--- config.mk ---
export PLATFORM = sky130hd
export DESIGN_NAME = shmem_ring_ctrl
export DESIGN_NICKNAME = d
export VERILOG_FILES = /design/src/rtl/shmem_ring_pkg.sv /design/src/rtl/shmem_ring_skid.sv /design/src/rtl/shmem_ring_ctrl.sv
export SDC_FILE = /design/constraint.sdc
export NUM_CORES = 1
export LEC_CHECK = 0
export CORE_MARGIN = 2
export CORE_UTILIZATION = 41
export DETAILED_ROUTE_END_ITERATION = 7
export GPL_TIMING_DRIVEN = 0
export PLACE_DENSITY_LB_ADDON = 0.3
export SYNTH_ARGS = -nofsm -noshare
export SYNTH_HDL_FRONTEND = slang
export SYNTH_SLANG_ARGS = --single-unit
--- constraint.sdc ---
create_clock -name clk -period 4 [get_ports clk]
set_input_delay 0.6 -clock clk [delete_from_list [all_inputs] [get_ports clk]]
set_output_delay 0.6 -clock clk [all_outputs]
set_load 0.01 [all_outputs]
--- src/rtl/shmem_ring_pkg.sv ---
// Shared definitions for the shared-memory ring-buffer controller.
// Default geometry matches the 128x64 dual-port shared memory.
package shmem_ring_pkg;

  localparam int DEF_DATA_W     = 64;
  localparam int DEF_ADDR_W     = 7;
  localparam int DEF_DEPTH      = 2 ** DEF_ADDR_W;
  localparam int DEF_IRQ_THRESH = 64;

  // Ring pointer: one extra MSB tells full apart from empty.
  typedef logic [DEF_ADDR_W:0] ptr_t;

  // Occupancy: RAM words plus one in-flight read plus two skid entries.
  typedef logic [DEF_ADDR_W+1:0] level_t;

endpackage

--- src/rtl/shmem_ring_skid.sv ---
// Two-entry valid/ready output FIFO that captures words returning from the
// memory read port. Its occupancy is exported so the issue logic never
// launches a read that would have nowhere to land.
module shmem_ring_skid #(
  parameter int DATA_W = 64
) (
  input  logic              clk,
  input  logic              reset_n,
  input  logic              flush,
  input  logic              wr_en,
  input  logic [DATA_W-1:0] wr_data,
  input  logic              rd_en,
  output logic [1:0]        count,
  output logic              valid,
  output logic [DATA_W-1:0] data
);

  logic [1:0]        count_r;
  logic [DATA_W-1:0] ent0_r;
  logic [DATA_W-1:0] ent1_r;
  logic              rd_s;

  assign rd_s  = rd_en && (count_r != 2'd0);
  assign count = count_r;
  assign valid = (count_r != 2'd0);
  assign data  = ent0_r;

  // Shift-register FIFO: entry 0 is always the head presented to the consumer.
  always_ff @(posedge clk or negedge reset_n) begin
    if (!reset_n) begin
      count_r <= 2'd0;
      ent0_r  <= '0;
      ent1_r  <= '0;
    end else if (flush) begin
      count_r <= 2'd0;
    end else begin
      case ({wr_en, rd_s})
        2'b10: begin
          if (count_r == 2'd0) begin
            ent0_r <= wr_data;
          end else begin
            ent1_r <= wr_data;
          end
          count_r <= count_r + 2'd1;
        end
        2'b01: begin
          ent0_r  <= ent1_r;
          count_r <= count_r - 2'd1;
        end
        2'b11: begin
          if (count_r == 2'd1) begin
            ent0_r <= wr_data;
          end else begin
            ent0_r <= ent1_r;
            ent1_r <= wr_data;
          end
        end
        default: begin
          count_r <= count_r;
        end
      endcase
    end
  end

endmodule

--- src/rtl/shmem_ring_ctrl.sv ---
// Ring-buffer controller driving both ports of the dual-port shared memory:
// port 1 writes pushed words, port 2 reads them back into a 2-entry skid FIFO.
// Optional feature macro: SHMEM_RING_IRQ_EN enables the level-threshold irq.
module shmem_ring_ctrl
  import shmem_ring_pkg::*;
#(
  parameter int DATA_W = DEF_DATA_W,
  parameter int ADDR_W = DEF_ADDR_W
`ifdef SHMEM_RING_IRQ_EN
  ,
  parameter int IRQ_THRESH = DEF_IRQ_THRESH
`endif
) (
  input  logic                clk,
  input  logic                reset_n,
  input  logic                flush,
  input  logic                push_valid,
  output logic                push_ready,
  input  logic [DATA_W-1:0]   push_data,
  output logic                pop_valid,
  input  logic                pop_ready,
  output logic [DATA_W-1:0]   pop_data,
  output logic [ADDR_W+1:0]   level,
  output logic [ADDR_W-1:0]   m1_address,
  output logic                m1_chipselect,
  output logic                m1_write,
  output logic [DATA_W/8-1:0] m1_byteenable,
  output logic [DATA_W-1:0]   m1_writedata,
  output logic [ADDR_W-1:0]   m2_address,
  output logic                m2_chipselect,
  input  logic [DATA_W-1:0]   m2_readdata,
  output logic                irq
);

  localparam logic [ADDR_W:0]   DEPTH_P = {1'b1, {ADDR_W{1'b0}}};
  localparam logic [ADDR_W:0]   PTR_ONE = {{ADDR_W{1'b0}}, 1'b1};
  localparam logic [ADDR_W+1:0] LVL_ONE = {{(ADDR_W+1){1'b0}}, 1'b1};

  logic [ADDR_W:0]   wr_ptr_r;
  logic [ADDR_W:0]   rd_ptr_r;
  logic [ADDR_W:0]   ram_used_s;
  logic [ADDR_W+1:0] level_r;
  logic              rd_inflight_r;
  logic [1:0]        skid_count_s;
  logic [2:0]        occ_s;
  logic              full_s;
  logic              empty_s;
  logic              push_fire_s;
  logic              pop_fire_s;
  logic              issue_s;

  assign ram_used_s  = wr_ptr_r - rd_ptr_r;
  assign full_s      = (ram_used_s == DEPTH_P);
  assign empty_s     = (ram_used_s == '0);
  assign push_ready  = !full_s && !flush;
  assign push_fire_s = push_valid && push_ready;
  assign pop_fire_s  = pop_valid && pop_ready;

  // Skid slots committed after this cycle; a pop frees one slot this cycle.
  assign occ_s   = {1'b0, skid_count_s} + {2'b00, rd_inflight_r} - {2'b00, pop_fire_s};
  assign issue_s = !empty_s && !flush && (occ_s < 3'd2);

  // Write strobes are held low while reset is asserted even if the producer keeps pushing.
  assign m1_chipselect = push_fire_s && reset_n;
  assign m1_write      = push_fire_s && reset_n;
  assign m1_address    = wr_ptr_r[ADDR_W-1:0];
  assign m1_byteenable = '1;
  assign m1_writedata  = push_data;
  assign m2_chipselect = issue_s;
  assign m2_address    = rd_ptr_r[ADDR_W-1:0];
  assign level         = level_r;

  // Ring pointers and read-in-flight flag; flush drops the outstanding read.
  always_ff @(posedge clk or negedge reset_n) begin
    if (!reset_n) begin
      wr_ptr_r      <= '0;
      rd_ptr_r      <= '0;
      rd_inflight_r <= 1'b0;
    end else if (flush) begin
      wr_ptr_r      <= '0;
      rd_ptr_r      <= '0;
      rd_inflight_r <= 1'b0;
    end else begin
      if (push_fire_s) begin
        wr_ptr_r <= wr_ptr_r + PTR_ONE;
      end
      if (issue_s) begin
        rd_ptr_r <= rd_ptr_r + PTR_ONE;
      end
      rd_inflight_r <= issue_s;
    end
  end

  // Total words held: up on accepted push, down on accepted pop.
  always_ff @(posedge clk or negedge reset_n) begin
    if (!reset_n) begin
      level_r <= '0;
    end else if (flush) begin
      level_r <= '0;
    end else begin
      case ({push_fire_s, pop_fire_s})
        2'b10:   level_r <= level_r + LVL_ONE;
        2'b01:   level_r <= level_r - LVL_ONE;
        default: level_r <= level_r;
      endcase
    end
  end

  shmem_ring_skid #(
    .DATA_W (DATA_W)
  ) u_skid (
    .clk     (clk),
    .reset_n (reset_n),
    .flush   (flush),
    .wr_en   (rd_inflight_r),
    .wr_data (m2_readdata),
    .rd_en   (pop_fire_s),
    .count   (skid_count_s),
    .valid   (pop_valid),
    .data    (pop_data)
  );

`ifdef SHMEM_RING_IRQ_EN
  localparam logic [ADDR_W+1:0] THRESH_P = (ADDR_W+2)'(IRQ_THRESH);

  logic irq_r;

  // Threshold interrupt follows the registered level one cycle later.
  always_ff @(posedge clk or negedge reset_n) begin
    if (!reset_n) begin
      irq_r <= 1'b0;
    end else if (flush) begin
      irq_r <= 1'b0;
    end else begin
      irq_r <= (level_r >= THRESH_P);
    end
  end

  assign irq = irq_r;
`else
  assign irq = 1'b0;
`endif

endmodule
Yosys cells after proc, flatten, opt, wreduce, memory -nomap -nowiden
Index checks and enable logic that the tools add are counted.
Storage, ports and cells
  flip-flop bits (word level): 156
  input port bits: 133
  logic and storage cells: 64
Cells by class
  add/sub/neg operators: 9
  order comparisons: 1
  equal/unequal tests: 10
  muxes and demuxes: 15
  bitwise gates (word level): 1
  reductions and logical operators: 21
Operators by type and width (number)
  $mux W64: 4
  $pmux W64 S3: 1
  $pmux W64 S2: 1
  $mux W8: 4
  $pmux W9 S2: 1
  $add A8 B1 Y8 const B: 2
  $add A9 B1 Y9 const B: 1
  $mux W9: 1
  $reduce_bool A3 Y1: 3
  $sub A9 B1 Y9 const B: 1
  $eq A8 B8 Y1 const B: 1
  $logic_not A8 Y1: 1
  $reduce_bool A2 Y1: 4
  $sub A8 B8 Y8: 1
  $logic_and A1 B1 Y1: 7
  $eq A2 B1 Y1 const B: 3
  $eq A2 B2 Y1 const B: 3
  $ne A2 B2 Y1 const B: 2
  $pmux W2 S2: 1
  $reduce_and A4 Y1: 1
  $add A2 B1 Y3: 1
  $logic_not A1 Y1: 3
  $lt A3 B2 Y1 const B: 1
  $reduce_and A3 Y1: 1
  8 further kinds: 8

Longest topological paths before layout
Gate-level depths: netlist of run 1.
  depth in word-level cells: 8
  mapped depth: 18

By module
A second synthesis of run 1 with hierarchy kept.
Unflattened totals
  cell total of the unflattened synthesis: 744
  area, all modules: 8255.4 µm²
By module, submodules not included
  shmem_ring_skid: times used 1, cells an instance 436, area an instance 5552.8 µm²
  shmem_ring_ctrl: times used 1, cells an instance 308, area an instance 2702.6 µm²

Worst setup path after synthesis of run 1
No wires, ideal clock.
  path type: flip-flop to flip-flop
  from: register rd_ptr_r[4]
  to: register level_r[8], in the netlist level[8]
  setup time: 125 ps
  arrival: 3945 ps
  path slack: -69 ps
  cell stages (with the launch flop): 19
  path buffers: 2
  period minus slack after synthesis: 4069 ps
  path through: dfrtp_1 > inv_1 > ha_1 > buf_6 > xor2_1 > o31ai_1 > nand2_1 > a2111oi_4 > nand4_2 > buf_6 > nand2_1 > ha_1 > a21o_1 > a21oi_1 > o21ai_0 > nor4_1 > o21ai_0 > mux2i_1 > mux2_2
Between the ends
  word-level cells in the longest chain between the ends: 8
RTL lines
  start: declaration: RTL line shmem_ring_ctrl.sv:40  | logic [ADDR_W:0] rd_ptr_r;
  start signal: assignment: RTL line shmem_ring_ctrl.sv:88  | rd_ptr_r <= rd_ptr_r + PTR_ONE;
  $sub A8 B8 Y8 *: RTL line shmem_ring_ctrl.sv:52  | assign ram_used_s = wr_ptr_r - rd_ptr_r;
  $eq A8 B8 Y1 *: RTL line shmem_ring_ctrl.sv:53  | assign full_s = (ram_used_s == DEPTH_P);
  $logic_not A1 Y1 *: RTL line shmem_ring_ctrl.sv:55  | assign push_ready = !full_s && !flush;
  $logic_and A1 B1 Y1 *: RTL line shmem_ring_ctrl.sv:55
  $logic_and A1 B1 Y1 *: RTL line shmem_ring_ctrl.sv:56  | assign push_fire_s = push_valid && push_ready;
  $eq A2 B1 Y1 / $eq A2 B2 Y1 (equally long branches): RTL line shmem_ring_ctrl.sv:101  | case ({push_fire_s, pop_fire_s})
  $pmux W9 S2: RTL line shmem_ring_ctrl.sv:101
  $mux W9: RTL line shmem_ring_ctrl.sv:98  | end else if (flush) begin
  end signal: assignment: RTL line shmem_ring_ctrl.sv:102  | 2'b10: level_r <= level_r + LVL_ONE;
  end signal: assignment: RTL line shmem_ring_ctrl.sv:103  | 2'b01: level_r <= level_r - LVL_ONE;
  end signal: assignment: RTL line shmem_ring_ctrl.sv:104  | default: level_r <= level_r;
  end: declaration: RTL line shmem_ring_ctrl.sv:42  | logic [ADDR_W+1:0] level_r;
Every way passes the cells marked *; elsewhere a longest branch is shown, timed or not.
A chain may end at the register's enable or synchronous reset.

Final worst setup path of run 1
  from: register rd_ptr_r[2]
  to: register level_r[8], in the netlist level[8]
The elaborated chain is that of the path after synthesis.

==> flow_summary.ini, run 1 <==
[status]
outcome = finished clean

[floorplan]
start_util = 0.417
die_area_um2 = 20900
core_um2 = 19500
die_w_um = 145
rows = 51
boundaryPins = 298
fp.dieH_um = 145

[routing]
drtPass1Iterations = 4
wire_per_inst_um = 15.6
viasPerCell = 4.91
drt_wl_total_um = 20100
vias = 6319
drtIter0Drc = 264
ant_nets = 0
drc = 0

[synthesis]
syn_avg_cell_area_um2 = 10.9
synth.cell_area_um2 = 8120
synthTopCellsByArea = dfrtp_1, mux2_2, mux2i_1, buf_4, a21oi_1
synth_top_area_cell = dfrtp_1
synth_seq_cells = 156
synthAdderAreaFrac = 0.0342
synthXorXnorAreaFrac = 0.0162
async_flop_share = 1.00
synth_compound_area_frac = 0.0928
yosysSeqAreaShare = 0.481
synthSimpleGateAreaFrac = 0.0855
netlist_instances = 744
yosysTopAreaCellShare = 0.481
ys.flop_type = dfrtp_1
ys_warn_count = 0
synth.distinct_cells = 49
synth-edff-count = 0
yosys-mux-area-fraction = 0.181
synth_top_family_by_area = multiplexers

[power]
clockPowerShare = 0.220
switching_share = 0.349
leakage_uw = 0.00538
ir_worst_vdd_v = 0.000391
seqPwrFrac = 0.327
p_sw_uw = 2850
power.density_nw_per_um2 = 702
power_frac_comb = 0.453
intPower_uw = 5320

[timing]
tightest_slew_ns = 0.760
clock_skew_ns = 0.0202
hold_ws_ns = 0.0826
hold_viol_final = 0
slew_headroom = 0.493
final_max_slew_viol_count = 0
fin_crit_sh = 0.966
fin_crit_ns = 3.86
setup_viol = 0
tns_ns = 0
layout_setup_ws_ns = 0.136
clock.fmax_mhz = 259

[worst_setup_path]
slowest_stage = dfrtp_1
crit_chain = inv_1 > ha_2 > o211a_1 > o31ai_4 > a32oi_2 > xor2_2 > nand4_2 > buf_6 > nand2_8 > fa_2 > a21o_1 > a21oi_2 > o21ai_2 > nor4_2 > or3_1 > mux2i_1 > mux2_2
worstSetupPathType = flip-flop to flip-flop
cp.arrival_ns = 4.17
worstPathMaxFanout = 7
endpoint_kind = flip-flop
slowest_delay_ns = 0.40
required_ns = 4.31
critPathLaunchType = flip-flop

[layout]
drive_gt1_frac = 0.239
diodes = 0
fin_util = 0.598
fill_cells = 1601
final_nets = 1163
final_cell_area_um2 = 11600
area.growth.synth_to_final_pct = 43.4

[placement]
hpwl_um = 14200
post_dp_cell_area_um2 = 10800
dp_slack_ns = -0.425
finalWeightedCongestion = 0.848
port_buffers = 224

[global_route]
grt_overflow = 0
grt_pass1_vias = 6160
antenna_found_initial = 1
grt_pass1_wl_um = 31000
grt_max_degree = 100
track_usage = 0.191

[clock_network]
clock_latency_ns = 0.43
cts_buffer_depth = 2
path_clk_slew_ns = 0.07
clock_sink_count = 156
cts_root_buffer = clkbuf_16
cts_buffers = 17
cts_tree = built
htreeDepth = 4

[worst_hold_path]
min_path_type = input port to async pin

[job]
maxCapViolCount = 0
[cells by family (layout without fill, tap and decap cells)]
logic type	Yosys count	after routing
flops	156	156
simple gates	145	145
buf+inv	142	413
mux	138	138
compound gates	125	125
fa+ha+maj	21	21
xor+xnor	15	15
other cells	2	9
[placed cells by master, fill, tap and decap left out, types with 2 or more instances in the layout]
| cell type | count |
|---|---|
| inv_6 | 5 |
| a21oi_1 | 83 |
| nand3_1 | 5 |
| xor2_1 | 5 |
| nor2_1 | 80 |
| nor2b_1 | 5 |
| a211oi_1 | 4 |
| buf_4 | 104 |
| xnor2_1 | 8 |
| a31o_2 | 6 |
| conb_1 | 9 |
| clkbuf_1 | 31 |
| nand2b_1 | 6 |
| o211ai_1 | 2 |
| inv_8 | 3 |
| nand2_1 | 15 |
| dfrtp_1 | 154 |
| clkinv_4 | 2 |
| nand3b_1 | 3 |
| inv_1 | 15 |
| clkbuf_16 | 17 |
| a21o_1 | 6 |
| and3_1 | 6 |
| nor3_1 | 2 |
| xor2_2 | 2 |
| buf_6 | 2 |
| a31oi_1 | 6 |
| mux2i_1 | 70 |
| bufinv_16 | 4 |
| clkdlybuf4s50_1 | 222 |
| dfrtp_2 | 2 |
| o21ai_0 | 2 |
| nand4_1 | 12 |
| mux2_2 | 68 |
| ha_4 | 3 |
| a21bo_2 | 2 |
| ha_1 | 15 |
[power by group through the flow]
stage               clock network (µW)  registers, µW  logic [µW]
floorplan                            0           2780        1940
global placement                     0           2670        3440
detailed placement                   0           2690        3500
CTS                               1840           2680        3670
global route                      1900           2760        4050
finish                            1800           2670        3700
[per-stage QoR]
stage          power (µW)  std cells
2_1_floorplan        4730        751
3_3_place_gp         6110       1240
4_1_cts              8180       1279
3_5_place_dp         6200       1241
6_report             8170       1287
5_1_grt              8710       1287
[layer usage]
metal | vias up | GRT usage | part of all wire
li1 | 3022 | - | -
met3 | 32 | 0.0586 | 0.079
met1 | 3034 | 0.236 | 0.42
met4 | 0 | 0.0669 | 0.020
met5 | - | 0 | 0
met2 | 231 | 0.319 | 0.48
[state kept, by name (all words and copies together) (netlist names)]
name and count:
wr_ptr_r 8, u_skid.count 2, rd_ptr_r 8, u_skid.data 64, level 9, rd_inflight_r 1
u_skid.ent1_r 64
[cell usage after synthesis, drive strengths merged (3+ instances only)]
cell type	number
dfrtp	156
buf	94
a21oi	84
nor2	80
mux2i	70
mux2	68
clkbuf	31
ha	19
inv	17
nand2	17
nand4	13
xnor2	8
a31oi	7
and3	7
xor2	7
a21o	6
a31o	6
nand2b	6
nor2b	6
nand3	5
a211oi	4
o21ai	4
nand3b	3
o31ai	3
[worst max-delay path: cells and delay by family, from the launching register on]
| family | cells | cell delay, ns |
|---|---|---|
| compound gates | 6 | 1.02 |
| xor+xnor | 1 | 0.28 |
| fa+ha+maj | 2 | 0.59 |
| buf+inv | 2 | 0.28 |
| flops | 1 | 0.40 |
| mux | 2 | 0.49 |
| simple gates | 4 | 0.69 |
[repair_timing]
action | CTS | global route
buffers inserted | 6 | 9
pin swaps | 6 | 11
endpoints found under the setup margin | 4 | 3
gates resized for setup | 18 | 11
hold buffers | 0 | 0
[cell type report]
class	count	area (µm²)	area share
sequential	156	3910	0.336
multi-input combinational	453	3490	0.300
timing repair buffer	240	2390	0.205
buffer	124	816	0.0701
clock buffer	17	425	0.0365
tap	265	332	0.0285
clock inverter	15	223	0.0191
inverter	17	66.3	0.00570
[final timing paths]
check                                              start                             to  slack [ns]  depth (start not counted)
setup / recovery                 rd_ptr_r[2]$_DFFE_PN0P_           level[8]$_DFFE_PN0P_        0.14                         17
hold / removal                                   reset_n        rd_ptr_r[0]$_DFFE_PN0P_        0.08                          1
setup reg to reg                 rd_ptr_r[2]$_DFFE_PN0P_           level[8]$_DFFE_PN0P_        0.14                         17
hold reg to reg            u_skid.ent1_r[52]$_DFFE_PN0P_  u_skid.ent1_r[52]$_DFFE_PN0P_        0.50                          1
max in group asynchronous                        reset_n    u_skid.data[59]$_DFFE_PN0P_        3.06                          2
min in group clk           u_skid.ent1_r[52]$_DFFE_PN0P_  u_skid.ent1_r[52]$_DFFE_PN0P_        0.50                          1
Note: power is estimated with default switching activity, not from simulation.
==> inputs of run 2 (changes only) <==
- CORE_UTILIZATION: 41 -> 49
- clock period: 4 -> 4.6 ns (I/O delays scaled with it)
==> run 2 against run 1 <==
Compared with the run above: largest cell class unchanged; non-clock buffer count fell by 8; sequential cell count unchanged; sequential share of layout area is 0.78 points higher; first-iteration DRC count increased by 9.1%.
==> flow_summary.ini, run 2 (synthesis gave the netlist of run 1 again) <==
[floorplan]
die_w_um = 133
core_um2 = 16400
rows = 47
die_area_um2 = 17600
start_util = 0.495
boundaryPins = 298
fp.dieH_um = 133

[layout]
diodes = 0
final_nets = 1155
final-seq-area_um2 = 3910
area.growth.synth_to_final_pct = 40.1
final_common_cell = clkdlybuf4s50_1
drive_gt1_frac = 0.221
instances_no_fill = 1234
multiInputGateArea_um2 = 3400
mostFrequentLayoutCells = clkdlybuf4s50_1, dfrtp_1, buf_4
fin_util = 0.693
fill_cells = 1254

[routing]
wire_per_inst_um = 16.0
drtPass1Iterations = 4
maxUsedRoutingLayer = met4
drt_wl_total_um = 19800
drc = 0
vias = 6362
viasPerCell = 5.16
m1WireLength_um = 8120
drtIter0Drc = 288
dr_wl_met3_um = 1590
route.met2.wl_um = 9660
ant_nets = 0

[worst_setup_path]
worstPathMaxFanout = 10
endpoint_kind = output pin
worst_r2r_startpoint = rd_ptr_r[4]$_DFFE_PN0P_
rrSetupSlack_ns = 0.29
r2r-end = level[8]$_DFFE_PN0P_
required_ns = 3.91
critPathLaunchType = flip-flop
worstSetupPathType = flip-flop to output pin
reg2regPathDepth = 18
cp.arrival_ns = 3.67

[timing]
tightest_slew_ns = 0.807
clock.fmax_mhz = 229
fin_crit_ns = 4.36
hold_viol_final = 0
final_max_slew_viol_count = 0
clock_skew_ns = 0.0105
fin_crit_sh = 0.948
layout_setup_ws_ns = 0.239
slew_headroom = 0.462
setup_viol = 0

[global_route]
antenna_found_initial = 0
grt_overflow = 0
grt_pass1_wl_um = 31800
track_usage = 0.225
grt_pass1_vias = 6175
grt_max_degree = 88

[clock_network]
cts_tree = built
cts_buffers = 17
cts_root_buffer = clkbuf_16
hold_buffers = 0
cts_buffer_depth = 2
path_clk_slew_ns = 0.06
htreeDepth = 4
clock_sink_count = 156
clock_latency_ns = 0.42

[placement]
finalWeightedCongestion = 0.833
post-place-cells = 1196
dp_slack_ns = -0.0857
port_buffers = 224
hpwl_um = 14300

[power]
clockPowerShare = 0.205
power_frac_comb = 0.457
switching_share = 0.352
leakage_uw = 0.00531
ir_worst_vdd_v = 0.000416
p_sw_uw = 2430
intPower_uw = 4470
seqPwrFrac = 0.338
power.density_nw_per_um2 = 607

[worst_hold_path]
min_path_type = input port to async pin

[status]
outcome = finished clean

[job]
maxCapViolCount = 0
## run 2: changes by cell type in the layout (fill, tap and decap cells not counted), sizes merged
cell,before,now
buf,110,102
clkinv,2,5
bufinv,4,2
clkdlybuf4s50,222,223
dlygate4sd2,1,0
inv,25,24
## run 2: power by group through the flow
| stage | clock, µW | combinational, µW | sequential (µW) |
|---|---|---|---|
| after floorplan | 0 | 1690 | 2420 |
| after global placement | 0 | 2960 | 2320 |
| after detailed placement | 0 | 3040 | 2340 |
| after CTS | 1440 | 3080 | 2330 |
| after global routing | 1500 | 3430 | 2400 |
| final | 1410 | 3150 | 2330 |
## run 2: routing by layer
metal  global-route usage  vias up
met1                0.282     3112
met2                0.367      205
met5                    0        -
met4               0.0741        0
li1                     -     3015
met3               0.0782       30
## run 2: how the worst max path moves through the flow
stage	start	to	slack (ns)	cells after the start
2_1_floorplan	rd_ptr_r[4]$_DFFE_PN0P_	level[8]$_DFFE_PN0P_	0.53	18
3_3_place_gp	reset_n	m1_write	-3.89	5
3_5_place_dp	rd_ptr_r[4]$_DFFE_PN0P_	level[8]$_DFFE_PN0P_	-0.09	18
4_1_cts	u_skid.count[1]$_DFFE_PN0P_	m2_chipselect	0.003	13
5_1_grt	wr_ptr_r[1]$_DFFE_PN0P_	level[8]$_DFFE_PN0P_	-0.02	17
6_report	u_skid.count[1]$_DFFE_PN0P_	m2_chipselect	0.24	13
## run 2: critical path: stages (launching register included)
cell and delay [ns]:
dfrtp_2 0.42, inv_1 0.08, ha_1 0.22, inv_1 0.13, nand2_1 0.13, inv_2 0.18
ha_1 0.25, nand2b_1 0.15, fa_1 0.39, xnor2_1 0.14, nand3b_1 0.16, a31oi_4 0.23
buf_4 0.21, clkdlybuf4s50_1 0.55
## run 2: repair_timing
action / 4_1_cts / 5_1_grt
resized for setup: 1 / 10
pin swaps: 1 / 3
setup endpoints to repair: 1 / 4
setup buffers: 1 / 5
hold endpoints to repair: 0 / 0
## run 2: area by class of cell
type | instances | share of cell area
Buffer | 125 | 0.0724
Clock buffer | 17 | 0.0374
Clock inverter | 15 | 0.0143
Inverter | 17 | 0.00561
Multi-Input combinational cell | 453 | 0.299
Sequential cell | 156 | 0.343
Tap cell | 220 | 0.0242
Timing Repair Buffer | 231 | 0.204
## run 2: through the flow
stage                     TNS, ns  hold slack [ns]  instance area (µm²)  total power, µW
after floorplan                 0            0.394                 8150             4110
after global placement    -593.24            0.486                10700             5280
after detailed placement  -0.0857            0.492                10700             5380
after CTS                       0            0.247                11300             6850
after global routing      -0.0182            0.277                11400             7340
final                           0            0.231                11400             6900
==> inputs of run 3 (changes only) <==
- CAP_MARGIN: unset -> 10
==> results of run 3 <==
Same layout as run 2: the final DEF is identical, and so are final timing and power.
